$ cat config.mk
export PLATFORM = sky130hd
export DESIGN_NAME = phys_reg_free_list_ctrl
export DESIGN_NICKNAME = d
export VERILOG_FILES = /design/src/rtl/phys_reg_free_list_ctrl.sv
export SDC_FILE = /design/constraint.sdc
export NUM_CORES = 1
export LEC_CHECK = 0
export ABC_AREA = 1
export CORE_MARGIN = 8
export CORE_UTILIZATION = 55
export DETAILED_ROUTE_END_ITERATION = 10
export PLACE_DENSITY_LB_ADDON = 0.3
export SYNTH_ARGS = -nofsm -noshare
export SYNTH_HDL_FRONTEND = slang
export SYNTH_SLANG_ARGS = --single-unit
$ cat constraint.sdc
create_clock -name clk -period 2.9 [get_ports clk]
set_input_delay 0.58 -clock clk [delete_from_list [all_inputs] [get_ports clk]]
set_output_delay 0.58 -clock clk [all_outputs]
set_load 0.02 [all_outputs]
$ cat src/rtl/phys_reg_free_list_ctrl.sv
// Circular free list of physical register tags with speculative (rename) and architectural (commit) heads.
// Optional FREE_LIST_STALL_CNT_EN adds a stall_cycles counter of cycles where rename was refused for lack of tags.
module phys_reg_free_list_ctrl #(
    parameter  int NO_PHY_REGS  = 64,
    parameter  int NO_ARCH_REGS = 32,
    parameter  int WAY          = 2,
    localparam int WIDTH        = $clog2(NO_PHY_REGS),
    localparam int FL_DEPTH     = NO_PHY_REGS - NO_ARCH_REGS,
    localparam int CW           = $clog2(FL_DEPTH + 1),
    localparam int PW           = $clog2(FL_DEPTH)
) (
    input  logic             clk,
    input  logic             rst,
    input  logic [WAY-1:0]   alloc_req,
    output logic [WIDTH-1:0] alloc_pd [WAY],
    output logic             alloc_ok,
    output logic             free_list_empty,
    output logic [CW-1:0]    free_count,
    input  logic [WAY-1:0]   commit_alloc,
    input  logic [WAY-1:0]   commit_free_en,
    input  logic [WIDTH-1:0] commit_free_pd [WAY],
    input  logic             flush
`ifdef FREE_LIST_STALL_CNT_EN
    ,
    output logic [31:0]      stall_cycles
`endif
);

    function automatic logic [CW-1:0] popcnt(input logic [WAY-1:0] v);
        logic [CW-1:0] c;
        c = '0;
        for (int i = 0; i < WAY; i++) begin
            c = c + CW'(v[i]);
        end
        return c;
    endfunction

    // Modular pointer advance; FL_DEPTH need not be a power of two.
    function automatic logic [PW-1:0] ptr_add(input logic [PW-1:0] p, input logic [CW-1:0] inc);
        logic [CW:0] s;
        s = (CW+1)'(p) + (CW+1)'(inc);
        if (s >= (CW+1)'(FL_DEPTH)) begin
            s = s - (CW+1)'(FL_DEPTH);
        end
        return s[PW-1:0];
    endfunction

    logic [WIDTH-1:0] fl_q [FL_DEPTH];
    logic [WIDTH-1:0] fl_d [FL_DEPTH];
    logic [PW-1:0]    spec_head_q, spec_head_d;
    logic [PW-1:0]    arch_head_q, arch_head_d;
    logic [PW-1:0]    tail_q, tail_d;
    logic [CW-1:0]    spec_count_q, spec_count_d;
    logic [CW-1:0]    arch_count_q, arch_count_d;

    logic [CW-1:0]    n_req;
    logic [CW-1:0]    n_free;
    logic [CW-1:0]    n_commit;
    logic [CW-1:0]    rd_offs;
    logic [CW-1:0]    wr_offs;

    assign free_count      = spec_count_q;
    assign free_list_empty = (spec_count_q == '0);

    // Grant is all-or-nothing; each requesting lane takes the next tag after lower requesting lanes.
    always_comb begin
        n_req    = popcnt(alloc_req);
        alloc_ok = !flush && (n_req <= spec_count_q);
        rd_offs  = '0;
        for (int k = 0; k < WAY; k++) begin
            alloc_pd[k] = '0;
            if (alloc_req[k] && !rst) begin
                alloc_pd[k] = fl_q[ptr_add(spec_head_q, rd_offs)];
            end
            if (alloc_req[k]) begin
                rd_offs = rd_offs + CW'(1);
            end
        end
        if (rst) begin
            alloc_ok = (n_req == '0);
        end
    end

    always_comb begin
        n_free   = popcnt(commit_free_en);
        n_commit = popcnt(commit_alloc);
        fl_d     = fl_q;
        wr_offs  = '0;
        for (int j = 0; j < WAY; j++) begin
            if (commit_free_en[j]) begin
                fl_d[ptr_add(tail_q, wr_offs)] = commit_free_pd[j];
                wr_offs = wr_offs + CW'(1);
            end
        end
        tail_d       = ptr_add(tail_q, n_free);
        arch_head_d  = ptr_add(arch_head_q, n_commit);
        arch_count_d = arch_count_q - n_commit + n_free;
        // Recovery sees this cycle's commits and frees before the copy.
        if (flush) begin
            spec_head_d  = arch_head_d;
            spec_count_d = arch_count_d;
        end else if (alloc_ok) begin
            spec_head_d  = ptr_add(spec_head_q, n_req);
            spec_count_d = spec_count_q - n_req + n_free;
        end else begin
            spec_head_d  = spec_head_q;
            spec_count_d = spec_count_q + n_free;
        end
    end

    always_ff @(posedge clk) begin
        if (rst) begin
            for (int i = 0; i < FL_DEPTH; i++) begin
                fl_q[i] <= WIDTH'(NO_ARCH_REGS + i);
            end
            spec_head_q  <= '0;
            arch_head_q  <= '0;
            tail_q       <= '0;
            spec_count_q <= CW'(FL_DEPTH);
            arch_count_q <= CW'(FL_DEPTH);
        end else begin
            fl_q         <= fl_d;
            spec_head_q  <= spec_head_d;
            arch_head_q  <= arch_head_d;
            tail_q       <= tail_d;
            spec_count_q <= spec_count_d;
            arch_count_q <= arch_count_d;
        end
    end

`ifdef FREE_LIST_STALL_CNT_EN
    logic [31:0] stall_cycles_q, stall_cycles_d;

    always_comb begin
        stall_cycles_d = stall_cycles_q;
        if ((n_req != '0) && !alloc_ok && !flush) begin
            stall_cycles_d = stall_cycles_q + 32'd1;
        end
    end

    always_ff @(posedge clk) begin
        if (rst) begin
            stall_cycles_q <= '0;
        end else begin
            stall_cycles_q <= stall_cycles_d;
        end
    end

    assign stall_cycles = stall_cycles_q;
`endif

`ifndef SYNTHESIS
    a_no_overflow: assert property (@(posedge clk) disable iff (rst)
        ((CW+2)'(arch_count_q) + (CW+2)'(n_free)) <= ((CW+2)'(FL_DEPTH) + (CW+2)'(n_commit)));

    a_no_underflow: assert property (@(posedge clk) disable iff (rst)
        ((CW+2)'(arch_count_q) + (CW+2)'(n_free)) >= (CW+2)'(n_commit));

    for (genvar g = 0; g < WAY; g++) begin : g_p0_chk
        a_no_p0_free: assert property (@(posedge clk) disable iff (rst)
            commit_free_en[g] |-> (commit_free_pd[g] != '0));
    end
`endif

endmodule

==> impl_metrics.env <==
export IMPL_skew_ns=0.00846
export IMPL_powerDensity_nw_per_um2=566
export IMPL_syn_nets=2780
export IMPL_synthTopCellsByArea="dfxtp_1, nand2_1, nand3_1"
export IMPL_p_sw_w=0.00422
export IMPL_synth_most_common_cell="nand2_1"
export IMPL_ys_seq_area_share_pct=27.6
export IMPL_num_vias=19400
export IMPL_clk_path_buf_depth=3
export IMPL_clk_pin_slew_worst_paths_ns=0.06
export IMPL_cp_data_required_time_ns=2.32
export IMPL_ir_drop_mv=0.667
export IMPL_die_w_um=186
export IMPL_syn_area_um2=15900
export IMPL_slew_headroom_pct=48.3
export IMPL_fmax_mhz=328
export IMPL_antennaDiodeCount=0
export IMPL_port_buffer_count=40
export IMPL_insertion_delay_ns=0.55
export IMPL_post_route_min_period_ns=3.05
export IMPL_postRouteAntennaNets=0
export IMPL_worstSetupPathType="flop to output port"
export IMPL_routabilityCongestion=1.06
export IMPL_coreArea_um2=28500
export IMPL_grt_first_pass_wirelength_um=102000
export IMPL_worst_ep_arrival_time_ns=2.47
export IMPL_fp_dieH_um=186
export IMPL_period_share_pct=105
export IMPL_cts_max_level=1
export IMPL_ys_ff_latch=219
export IMPL_firstDrtPassIters=7
export IMPL_cts_sinks=219
export IMPL_async_flop_share_pct=0
export IMPL_area_growth_syn_to_layout_pct=25.1
export IMPL_cts_tree="built"
export IMPL_synthFlopType="dfxtp_1"
export IMPL_synth_edf_count=0
export IMPL_power_internal_w=0.00704
export IMPL_grt_util_all_layers_pct=37.6
export IMPL_pre_cts_ws_ns=-1.03
export IMPL_worstSetupStartpointType="flop"
export IMPL_cpPeakStageDelay_ns=0.36
export IMPL_worst_pin_slew_ns=0.772
export IMPL_overflow=0
export IMPL_maxSlewViolCount=0
export IMPL_fill_cells=2551
export IMPL_violations="negative setup slack"
export IMPL_viasPerCell=5.99
export IMPL_ioPinCount=41
export IMPL_cp_end_kind="output port"
export IMPL_die_area_um2=34600
export IMPL_drv_cap=0
export IMPL_drt_total_wl_um=67100
export IMPL_nets=2894
export IMPL_rows=62
export IMPL_drc=0
export IMPL_p_clk_share_pct=31.0
export IMPL_combPwrFrac_pct=39.1
export IMPL_yosysTopAreaCell="dfxtp_1"
export IMPL_status="complete, but fails checks"
export IMPL_grt_pass1_vias=17900
export IMPL_drive_above_1_share_pct=15.6
export IMPL_setup_tns_ns=-1.15
export IMPL_cts_root_buf="clkbuf_16"
export IMPL_synthCells=2717
export IMPL_critical_path_slowest_cell="dfxtp_4"
export IMPL_finalHoldViolCount=0
export IMPL_setup_viol=11
export IMPL_wire_per_inst_um=20.7
export IMPL_p_leak_nw=9.88
export IMPL_start_util_pct=55.7
export IMPL_place_hpwl_um=45100
export IMPL_antenna_found_initial=0
export IMPL_yosys_top_cells_count="nand2_1, nand3_1, nor2_1"
export IMPL_hold_class="flop to flop"
export IMPL_synth_cell_types=32
export IMPL_grt_max_degree=52
export IMPL_drt_iter0_drc=2745
export IMPL_rsz0062_at_grt="true"
export IMPL_path_cells="ha_4, ha_4, inv_8, buf_8, nor2_1, nand2_1, nand3_1, nand3_1, nand2_1, nor2_2, nor2_4, buf_6"
export IMPL_yosys_warnings=0
export IMPL_syn_avg_cell_area_um2=5.85
export IMPL_switching_share_pct=37.5
export IMPL_cts_inserted_buffers=26
export IMPL_crit_fanout=9
export IMPL_setup_slack_ns=-0.146
export IMPL_pwr_share_seq_pct=29.8
export IMPL_netlist_area_leader_share_pct=27.6
export IMPL_holdWs_ns=0.527
layer usage:
layer	vias to the layer above	global-route usage (%)	part of all wire [%]
met5	-	0	0
met2	1365	58.3	43
met3	288	8.22	13
met4	0	19.0	6.1
met1	8740	48.7	38
li1	8995	-	-
layout by cell type, fill, tap and decap left out, types with 14 or more instances in the layout:
| cell | instances |
|---|---|
| nand2_1 | 849 |
| nand3_1 | 373 |
| nor2_1 | 278 |
| o21ai_0 | 225 |
| dfxtp_1 | 217 |
| inv_1 | 198 |
| buf_4 | 188 |
| a21oi_1 | 108 |
| nand3_2 | 40 |
| buf_12 | 37 |
| o211ai_1 | 34 |
| clkbuf_16 | 34 |
| ha_1 | 31 |
| clkdlybuf4s50_1 | 25 |
| nand4_1 | 19 |
| nor2_2 | 17 |
| buf_6 | 16 |
| nand2_2 | 14 |
metrics by stage:
step                      instances  power [W]  utilization, %  instance area [um^2]
final                          3235     0.0113            69.7                 19900
after global routing           3235     0.0117            69.7                 19900
after floorplan                2717    0.00571               -                 15900
after global placement         3168    0.00714            63.2                 18000
after detailed placement       3168    0.00722            63.2                 18000
after CTS                      3224     0.0109            67.6                 19300
critical path: cells and delay by family, from the launching register on:
kind          cells  cell delay (ns)
buf+inv           3             0.36
flops             1             0.36
fa+ha+maj         2             0.52
simple gates      7             0.68
area by class of cell:
class	count	area (um^2)	area share, %
clock inverters	11	136	0.686
inverters	207	798	4.01
clock buffers	37	763	3.84
flip-flops and latches	219	4390	22.1
repair buffers	284	2940	14.8
well taps	384	480	2.42
multi-input cells	2093	10400	52.2
final timing paths:
check,startpoint,slack (ns),to,cells after the start
max,spec_head_q[0],-0.15,alloc_pd[4],12
min,arch_head_q[4],0.53,arch_head_q[4],3
max reg2reg,tail_q[0],0.50,fl_q[89],9
min reg2reg,arch_head_q[4],0.53,arch_head_q[4],3
registers in the layout, summed over array words and instances, names as in the netlist:
register	count
arch_head_q	5
tail_q	5
spec_head_q	5
free_count	6
arch_count_q	6
fl_q	192
logic make-up after synthesis:
family,Yosys count,synth area share (%)
compound gates,392,12.9
flops,219,27.6
fa+ha+maj,42,3.68
simple gates,1640,44.3
xor+xnor,19,1.24
buf+inv,405,10.3
power by group through the flow:
stage / Combinational [W] / Clock, W / Sequential (W)
detailed placement: 0.00381 / 0 / 0.00341
finish: 0.00441 / 0.00350 / 0.00336
CTS: 0.00400 / 0.00352 / 0.00335
global route: 0.00475 / 0.00362 / 0.00337
floorplan: 0.00232 / 0 / 0.00339
global placement: 0.00374 / 0 / 0.00340
repair_timing:
action / CTS / global route
hold buffers: 0 / 0
setup buffers: 6 / 5
pin swaps: 13 / 43
setup endpoints to repair: 13 / 14
cloned: 2 / 8
resized for setup: 145 / 99
(Power assumes the default switching activity.)
